## src/rtl/coffee_recipe_sequencer_if.sv

```systemverilog
// Coffee recipe sequencer bus.
// Carries the order request from the price comparator (price-OK, type, cancel),
// the dispense-timer handshake (start_timer/t_expired) and the valve/status
// outputs (ing_type, busy, done, error, led).
//   master : the side that places orders and runs the timer (upstream + timer)
//   slave  : the sequencer itself
interface coffee_recipe_sequencer_if #(
    parameter int NUM_TYPES = 4,
    parameter int TYPE_W    = 2,
    parameter int ING_W     = 3
);
    logic                  comparador_de_precio_ok;
    logic [TYPE_W-1:0]     c_type;
    logic                  cancel;
    logic                  t_expired;
    logic [ING_W-1:0]      ing_type;
    logic                  start_timer;
    logic                  busy;
    logic                  done;
    logic                  error;
    logic [NUM_TYPES-1:0]  led;

    modport master (
        output comparador_de_precio_ok, c_type, cancel, t_expired,
        input  ing_type, start_timer, busy, done, error, led
    );

    modport slave (
        input  comparador_de_precio_ok, c_type, cancel, t_expired,
        output ing_type, start_timer, busy, done, error, led
    );
endinterface

```

## src/rtl/coffee_recipe_sequencer.sv

```systemverilog
// Coffee recipe sequencer.
// After a price-OK it latches the coffee type and walks that type's ingredient
// mask from the lowest set bit upward, opening one valve at a time and
// handshaking each step with the external dispense timer. Supports cancel,
// a per-step watchdog, invalid-type detection and a one-cycle done pulse.
// Ports:
//   clk   : system clock, rising edge
//   rst_n : asynchronous active-low reset
//   bus   : slave side of coffee_recipe_sequencer_if
//           in : comparador_de_precio_ok, c_type, cancel, t_expired
//           out: ing_type (index+1, 0 = none), start_timer, busy, done, error, led
// All outputs are registered.
module coffee_recipe_sequencer #(
    parameter int                          NUM_TYPES = 4,
    parameter int                          TYPE_W    = 2,
    parameter int                          NUM_ING   = 5,
    parameter int                          ING_W     = 3,
    parameter logic [NUM_TYPES*NUM_ING-1:0] RECIPE   = 20'h9B4E3,
    parameter int                          WDOG_W    = 16,
    parameter int                          WDOG_MAX  = 50000
) (
    input  logic                       clk,
    input  logic                       rst_n,
    coffee_recipe_sequencer_if.slave   bus
);

    typedef enum logic [2:0] {
        S_IDLE, S_LOAD, S_START, S_WAIT, S_NEXT, S_DONE, S_ERR
    } state_t;

    state_t                 state_q, state_d;
    logic [TYPE_W-1:0]      type_q, type_d;
    logic [ING_W-1:0]       idx_q, idx_d;
    logic [WDOG_W-1:0]      wdog_q, wdog_d;
    logic [ING_W-1:0]       ing_q, ing_d;
    logic                   start_q, start_d;
    logic                   busy_q, busy_d;
    logic                   done_q, done_d;
    logic                   err_q, err_d;
    logic [NUM_TYPES-1:0]   led_q, led_d;
    logic [ING_W:0]         hit;   // {found, index}
    logic [WDOG_W-1:0]      wdog_inc;

    // Ingredient mask of a type; out-of-range types read as an empty mask.
    function automatic logic [NUM_ING-1:0] mask_of(input logic [TYPE_W-1:0] t);
        mask_of = '0;
        if (int'(t) < NUM_TYPES) mask_of = RECIPE[int'(t)*NUM_ING +: NUM_ING];
    endfunction

    // Lowest set bit of m at or above position 'from'.
    function automatic logic [ING_W:0] first_set(input logic [NUM_ING-1:0] m,
                                                 input int from);
        first_set = '0;
        for (int i = NUM_ING - 1; i >= 0; i--) begin
            if (m[i] && i >= from) first_set = {1'b1, ING_W'(i)};
        end
    endfunction

    assign wdog_inc = wdog_q + WDOG_W'(1);

    // NOTE: every variable assigned here gets a default first, otherwise a
    // path that skips the assignment would infer a latch.
    always_comb begin
        state_d = state_q;
        type_d  = type_q;
        idx_d   = idx_q;
        wdog_d  = wdog_q;
        ing_d   = ing_q;
        start_d = 1'b0;
        done_d  = 1'b0;
        hit     = '0;

        case (state_q)
            S_IDLE: begin
                if (bus.comparador_de_precio_ok && !bus.cancel) begin
                    type_d = bus.c_type;
                    if (mask_of(bus.c_type) == '0) state_d = S_ERR;
                    else                           state_d = S_LOAD;
                end
            end
            S_LOAD: begin
                hit     = first_set(mask_of(type_q), 0);
                idx_d   = hit[ING_W-1:0];
                state_d = S_START;
            end
            S_START: begin
                start_d = 1'b1;
                ing_d   = idx_q + ING_W'(1);
                wdog_d  = '0;
                state_d = S_WAIT;
            end
            S_WAIT: begin
                // Timer completion takes priority over the watchdog limit.
                if (bus.t_expired) begin
                    state_d = S_NEXT;
                end else begin
                    wdog_d = wdog_inc;
                    if (wdog_inc == WDOG_W'(WDOG_MAX)) state_d = S_ERR;
                end
            end
            S_NEXT: begin
                ing_d = '0;
                hit   = first_set(mask_of(type_q), int'(idx_q) + 1);
                if (hit[ING_W]) begin
                    idx_d   = hit[ING_W-1:0];
                    state_d = S_START;
                end else begin
                    state_d = S_DONE;
                end
            end
            S_DONE: begin
                done_d  = 1'b1;
                state_d = S_IDLE;
            end
            S_ERR: begin
                if (bus.cancel) state_d = S_IDLE;
            end
            default: state_d = S_IDLE;
        endcase

        // Cancel aborts an active recipe ahead of timer and watchdog.
        if (bus.cancel && state_q inside {S_LOAD, S_START, S_WAIT, S_NEXT}) begin
            state_d = S_IDLE;
            start_d = 1'b0;
        end

        if (state_d inside {S_IDLE, S_ERR}) ing_d = '0;

        busy_d = (state_d != S_IDLE);
        err_d  = (state_d == S_ERR);
        if (state_d == S_ERR)       led_d = '1;
        else if (state_d == S_IDLE) led_d = '0;
        else                        led_d = NUM_TYPES'(1) << type_d;
    end

    // NOTE: sequential state uses non-blocking assignments so every register
    // samples the pre-edge values regardless of statement order.
    always_ff @(posedge clk or negedge rst_n) begin
        if (!rst_n) begin
            state_q <= S_IDLE;
            type_q  <= '0;
            idx_q   <= '0;
            wdog_q  <= '0;
            ing_q   <= '0;
            start_q <= 1'b0;
            busy_q  <= 1'b0;
            done_q  <= 1'b0;
            err_q   <= 1'b0;
            led_q   <= '0;
        end else begin
            state_q <= state_d;
            type_q  <= type_d;
            idx_q   <= idx_d;
            wdog_q  <= wdog_d;
            ing_q   <= ing_d;
            start_q <= start_d;
            busy_q  <= busy_d;
            done_q  <= done_d;
            err_q   <= err_d;
            led_q   <= led_d;
        end
    end

    assign bus.ing_type    = ing_q;
    assign bus.start_timer = start_q;
    assign bus.busy        = busy_q;
    assign bus.done        = done_q;
    assign bus.error       = err_q;
    assign bus.led         = led_q;

endmodule

```

## src/flat_wrapper.sv

```systemverilog
// flat-port wrapper written by rule: the top's interface ports become plain ports
module coffee_recipe_sequencer_flat 
#(
    parameter int                          NUM_TYPES = 4,
    parameter int                          TYPE_W    = 2,
    parameter int                          NUM_ING   = 5,
    parameter int                          ING_W     = 3,
    parameter logic [NUM_TYPES*NUM_ING-1:0] RECIPE   = 20'h9B4E3,
    parameter int                          WDOG_W    = 16,
    parameter int                          WDOG_MAX  = 50000
)
  (clk, rst_n, bus_comparador_de_precio_ok, bus_c_type, bus_cancel, bus_t_expired, bus_ing_type, bus_start_timer, bus_busy, bus_done, bus_error, bus_led);
  coffee_recipe_sequencer_if #(.NUM_TYPES(NUM_TYPES), .TYPE_W(TYPE_W), .ING_W(ING_W)) bus_i ();
  input  logic clk;
  input  logic rst_n;
  input wire logic [$bits(bus_i.comparador_de_precio_ok)-1:0] bus_comparador_de_precio_ok;
  input wire logic [$bits(bus_i.c_type)-1:0] bus_c_type;
  input wire logic [$bits(bus_i.cancel)-1:0] bus_cancel;
  input wire logic [$bits(bus_i.t_expired)-1:0] bus_t_expired;
  output wire logic [$bits(bus_i.ing_type)-1:0] bus_ing_type;
  output wire logic [$bits(bus_i.start_timer)-1:0] bus_start_timer;
  output wire logic [$bits(bus_i.busy)-1:0] bus_busy;
  output wire logic [$bits(bus_i.done)-1:0] bus_done;
  output wire logic [$bits(bus_i.error)-1:0] bus_error;
  output wire logic [$bits(bus_i.led)-1:0] bus_led;
  assign bus_i.comparador_de_precio_ok = bus_comparador_de_precio_ok;
  assign bus_i.c_type = bus_c_type;
  assign bus_i.cancel = bus_cancel;
  assign bus_i.t_expired = bus_t_expired;
  assign bus_ing_type = bus_i.ing_type;
  assign bus_start_timer = bus_i.start_timer;
  assign bus_busy = bus_i.busy;
  assign bus_done = bus_i.done;
  assign bus_error = bus_i.error;
  assign bus_led = bus_i.led;
  coffee_recipe_sequencer #(.NUM_TYPES(NUM_TYPES), .TYPE_W(TYPE_W), .NUM_ING(NUM_ING), .ING_W(ING_W), .RECIPE(RECIPE), .WDOG_W(WDOG_W), .WDOG_MAX(WDOG_MAX)) u_core (.clk(clk), .rst_n(rst_n), .bus(bus_i));
endmodule
```

## config.mk

```make
export PLATFORM = sky130hd
export DESIGN_NAME = coffee_recipe_sequencer_flat
export DESIGN_NICKNAME = d
export VERILOG_FILES = /design/src/rtl/coffee_recipe_sequencer_if.sv /design/src/rtl/coffee_recipe_sequencer.sv /design/src/flat_wrapper.sv
export SDC_FILE = /design/constraint.sdc
export NUM_CORES = 1
export LEC_CHECK = 0
export ABC_AREA = 1
export CORE_MARGIN = 1.5
export CORE_UTILIZATION = 30
export CTS_BUF_LIST = sky130_fd_sc_hd__clkbuf_8 sky130_fd_sc_hd__clkbuf_16
export CTS_CLUSTER_DIAMETER = 120
export CTS_CLUSTER_SIZE = 30
export DETAILED_ROUTE_END_ITERATION = 16
export GPL_TIMING_DRIVEN = 1
export PLACE_DENSITY = 0.48
export SYNTH_ARGS = -nofsm -noshare
export SYNTH_HDL_FRONTEND = slang
export SYNTH_SLANG_ARGS = --single-unit
```

## constraint.sdc

```tcl
create_clock -name clk -period 4.6 [get_ports clk]
set_input_delay 0.69 -clock clk [delete_from_list [all_inputs] [get_ports clk]]
set_output_delay 0.69 -clock clk [all_outputs]
set_load 0.01 [all_outputs]
```

[Yosys cells after proc, flatten, opt, wreduce, memory -nomap -nowiden]
Cells that the tools add are included.
Word-level totals
  output and inout bits: 11
  register bits: 35
Operators by class
  reductions and logical operators: 19
  add/sub/neg operators: 3
  multipliers: 2
  mux-type cells: 36
  eq/ne operators: 10
  shift operators: 3
  $lt $le $gt $ge: 5
Operators with widths (number)
  $ge 3x32->1 const A: 2
  $shiftx 20x32->5 const A: 2
  $mux 3: 14
  $ge 1x32->1 const A: 1
  $ge 2x32->1 const A: 1
  $ge 4x32->1 const A: 1
  $mux 4: 8
  $pmux 16 s2: 1
  $mux 5: 4
  $pmux 3 s6: 1
  $add 16x1->16 const B: 1
  $eq 16x16->1 const B: 1
  $mux 16: 1
  $eq 3x3->1 const B: 4
  $pmux 3 s2: 2
  $mul 2x3->5 const B: 2
  $logic_and 1x1->1: 7
  $eq 3x2->1 const B: 2
  $logic_not 3->1: 2
  $reduce_bool 2->1: 3
  $reduce_bool 3->1: 2
  $logic_not 5->1: 1
  $add 3x1->4 const B: 1
  $mux 2: 2
  other kinds (9): 12

[Logic depth before layout (Yosys ltp)]
  depth after elaboration: 16
  mapped depth: 17
  gate-level depth less buffers: 17

[Worst setup path before layout]
OpenSTA, ideal clock, no wires.
  kind: reg-to-reg
  start: register u_core.wdog_q[0]
  end: register u_core.ing_q[0] (netlist: u_core.bus.ing_type[0])
  arrival: 1.799 ns
  buffers on the path: 0
  setup slack: 2.680 ns
  cell stages (with the launch flop): 17
  period minus slack after synthesis: 1.920 ns
  setup time: 0.121 ns
  path through: dfrtp_1 ha_1 nand2_1 nor2_4 nand2_1 nand2_1 nand3_1 nor2_1 nand2_1 nor2_1 nand2_1 nand2_1 nand2_1 o21ai_2 nand2_4 nand2_2 nor2_1
Between the ends
  cells in the longest elaborated chain, start to end: 9
  elaborated cells on any way between the ends: 11
  classes of those cells: add/sub: 1; eq/ne: 2; mux: 5; reduce/logical: 3
Ends and longest elaborated chain
  start, declared: RTL line coffee_recipe_sequencer.sv:34  | logic [WDOG_W-1:0] wdog_q, wdog_d;
  start signal, assigned: RTL line coffee_recipe_sequencer.sv:154  | wdog_q <= wdog_d;
  $add 16x1->16 *: RTL line coffee_recipe_sequencer.sv:59  | assign wdog_inc = wdog_q + WDOG_W'(1);
  $eq 16x16->1 *: RTL line coffee_recipe_sequencer.sv:98  | if (wdog_inc == WDOG_W'(WDOG_MAX)) state_d = S_ERR;
  $mux 3 *: RTL line coffee_recipe_sequencer.sv:98
  $mux 3 *: RTL line coffee_recipe_sequencer.sv:94  | if (bus.t_expired) begin
  $pmux 3 s6 *: RTL line coffee_recipe_sequencer.sv:73  | case (state_q)
  $mux 3 *: RTL line coffee_recipe_sequencer.sv:122  | if (bus.cancel && state_q inside {S_LOAD, S_START, S_WAIT, S_NEXT}) begin
  $eq 3x3->1 or $logic_not 3->1 (tied branches): RTL line coffee_recipe_sequencer.sv:127  | if (state_d inside {S_IDLE, S_ERR}) ing_d = '0;
  $reduce_bool 2->1 *: RTL line coffee_recipe_sequencer.sv:127
  $reduce_bool 3->1 (no source line) or $mux 3 (tied branches)
  end signal, assigned: RTL line coffee_recipe_sequencer.sv:155  | ing_q <= ing_d;
  end, declared: RTL line coffee_recipe_sequencer.sv:35  | logic [ING_W-1:0] ing_q, ing_d;
Every way passes the cells marked *; elsewhere a longest branch is shown, timed or not.
A chain may end at the register's enable or synchronous reset.

[Final worst setup path]
  start: input bus_t_expired
  end: register u_core.ing_q[1] (netlist: u_core.bus.ing_type[1])
Between the ends
  cells in the longest elaborated chain, start to end: 6
  elaborated cells on any way between the ends: 8
  classes of those cells: eq/ne: 1; mux: 4; reduce/logical: 3
Ends and longest elaborated chain
  start, declared: RTL line flat_wrapper.sv:19  | input wire logic [$bits(bus_i.t_expired)-1:0] bus_t_expired;
  $mux 3 *: RTL line coffee_recipe_sequencer.sv:94
  $pmux 3 s6 *: RTL line coffee_recipe_sequencer.sv:73
  $mux 3 *: RTL line coffee_recipe_sequencer.sv:122
  $eq 3x3->1 or $logic_not 3->1 (tied branches): RTL line coffee_recipe_sequencer.sv:127
  $reduce_bool 2->1 *: RTL line coffee_recipe_sequencer.sv:127
  $reduce_bool 3->1 (no source line) or $mux 3 (tied branches)
Marked as above.

==> results.yml <==
critical_path:
  crit_family: "simple AND/OR/NAND/NOR gates"
  cp.arrival_ps: 2720
  cpMostUsedCell: "nand2_1"
  crit_fanout: 15
  start_kind: "input pin"
  endpoint_kind: "register"
  path_class: "in2reg"
  crit_buf_inv: 2
  worst_path_max_delay_cell: "clkdlybuf4s50_1"
  path_cells: "clkdlybuf4s50_1, inv_1, nand2_1, nand2_1, a21oi_1, nand3_1, nand2_1, nor2_1, a21oi_1, nand2_2, nor2_1"
  crit_required_ps: 4820
  slowest_delay_ps: 450
route:
  drt_first_pass_iters: 4
  first_iter_violations: 102
  wl_per_cell_microns: 12.3
  finalWirelength_microns: 4690
  via_per_inst: 4.62
  vias: 1762
  ant_nets: 0
  drc: 0
floorplanning:
  initial_core_util_pct: 31.4
  core_sq_mm: 0.00642
  die-area_sq_mm: 0.00722
  die_h_microns: 85.0
  die_x_microns: 85.0
  rows: 29
  num_io_pins: 18
global_route:
  grt_pass1_vias: 1776
  grt_usage_pct: 14.3
  grt_overflow: 0
  grt_max_degree: 36
  antenna_found_initial: 0
  grt_pass1_wl_microns: 8060
clock_tree:
  cts_buffers: 5
  clock_path_buffers: 2
  h-tree-depth: 2
  clk_pin_slew_ps: 80
  cts_hold_buf: 0
  cts_setup_buffers: 0
  cts_resized: 0
  cts.sink_count: 35
  clkLatencyLatePin_ps: 290
  cts_root_buf: "clkbuf_8"
  cts_tree: "yes"
status:
  status: "complete, no violations"
yosys:
  ys.warnings.count: 0
  ys_ff_latch: 35
  synth_area_sq_mm: 0.00202
  yosysUniqueCellTypes: 24
  syn_area_per_cell_sq_um: 7.18
  synthCells: 281
  synthMuxAreaShare_pct: 0
  synth_xor_area_share_pct: 1.30
  seq_area_frac_synth_pct: 43.4
  syn-num-nets: 294
  synth_compound_gate_area_share_pct: 10.4
  synth-simple-area-share_pct: 32.6
  synth-adder-area-share_pct: 3.72
  synth_top_family_by_area: "simple AND/OR/NAND/NOR gates"
timing:
  final-max-slew-violation-count: 0
  relSlewSlack_pct: 45.9
  fin_setup_tns_ps: 0
  rsz0062_at_grt: "no"
  fmax_mhz: 401
  hold_viol: 0
  tightest_slew_ps: 811
  fin_crit_ps: 2490
  clock_skew_ps: 5.54
  setup_viol: 0
  timing.final.ws_setup_ps: 2110
  post-route-period-util_pct: 54.2
power:
  p_clk_share_pct: 25.7
  p_leak_nw: 1.13
  p_seq_share_pct: 37.6
  netSwitchingPower_uw: 402
  total_power_mw: 1.07
  p_int_uw: 672
  irDropWorstVdd_mv: 0.238
  pwr_density_cell_mw_per_mm2: 451
  comb_power_share_pct: 36.8
  swShare_pct: 37.4
cells_and_area:
  regArea_sq_um: 876
  layout_commonest_cell: "nand2_1"
  multi_input_area_sq_um: 968
  drive_above_1_share_pct: 7.57
  utilization_pct: 37.1
  num_antenna_cells: 0
  area_growth_pct: 18.1
  fillers: 696
  final_cells: 381
  final_net_count: 317
  layout_common_cells: "81 x nand2_1, 42 x inv_1, 35 x dfrtp_1, 34 x nor2_1, 19 x nand3_1"
place:
  placed_cells: 374
  routabilityCongestion: 0.799
  post-place-ws_ps: 1800
  io_buffers: 17
  dp_hpwl_microns: 3570
run:
  cap_violations: 0
worst_hold_path:
  holdCritPathClass: "reg2reg"
flip-flops by register name, summed over array words and instances (netlist names):
signal,count
u_core.wdog_q,16
u_core.idx_q,3
u_core.bus.ing_type,3
u_core.bus.done,1
u_core.state_q,3
u_core.bus.led,4
u_core.bus.start_timer,1
u_core.bus.error,1
u_core.bus.busy,1
u_core.type_q,2
metal layers:
| metal | GRT usage [%] | wire (microns) |
|---|---|---|
| met2 | 23.9 | 2260 |
| met3 | 4.28 | 145 |
| met4 | 3.87 | 80 |
| met1 | 18.0 | 2200 |
| met5 | 0 | 0 |
cells in the mapped netlist:
cell type  instances  share of area, %
o21ai_1            1              0.25
a22o_1             2              0.87
nand3_1           19               4.7
nor2_4             1              0.56
nor2_1            34               6.3
xor2_1             2              0.87
inv_2              2              0.37
nor3_1             4              0.99
dfrtp_1           35                43
o21ai_0           18               4.5
a21oi_1            5               1.2
ha_1               6               3.7
clkbuf_1           1              0.19
o22ai_1            9               2.8
nand4_1            4               1.2
nand2_2            5               1.6
clkinv_1           1              0.19
xnor2_1            1              0.43
o211ai_1           1              0.37
inv_1             42               7.8
o21ai_2            1              0.43
nand2_4            1              0.56
nand2_1           81                15
nor2_2             5               1.6
kinds of logic (layout without fill, tap and decap cells):
logic type,after synthesis,count (layout)
flops,35,35
xor+xnor,3,3
buf+inv,46,69
compound gates,37,37
simple gates,154,154
fa+ha+maj,6,6
stage by stage:
step | hold slack [ps] | instance area [sq um]
final | 466 | 2380
after floorplan | 394 | 2020
after detailed placement | 452 | 2270
after global routing | 497 | 2380
after global placement | 457 | 2270
after CTS | 464 | 2380
final timing paths:
| kind | start | cells past startpoint | slack (ps) | end |
|---|---|---|---|---|
| worst max-delay path | bus_t_expired | 11 | 2110 | u_core.bus.ing_type[1] |
| max in group asynchronous | rst_n | 1 | 3600 | u_core.idx_q[1] |
| worst min-delay path | u_core.state_q[1] | 1 | 470 | u_core.bus.done |
| worst min register to register | u_core.state_q[1] | 1 | 470 | u_core.bus.done |
| min in group asynchronous | rst_n | 1 | 490 | u_core.wdog_q[5] |
| worst max register to register | u_core.wdog_q[0] | 16 | 2270 | u_core.bus.ing_type[0] |
layout make-up:
type	instances	area share, %
Clock buffer	5	2.89
Clock inverter	2	1.58
Inverter	45	7.09
Multi-Input combinational cell	200	40.7
Sequential cell	35	36.8
Tap cell	77	4.05
Timing Repair Buffer	17	6.94
power groups by stage:
stage          Combinational [mW]  Sequential [mW]  Clock, mW
3_3_place_gp                0.399            0.411          0
3_5_place_dp                0.401            0.407          0
6_report                    0.395            0.403      0.276
4_1_cts                     0.402            0.404      0.283
2_1_floorplan               0.252            0.415          0
5_1_grt                     0.455            0.412      0.295
(Power assumes the default switching activity.)
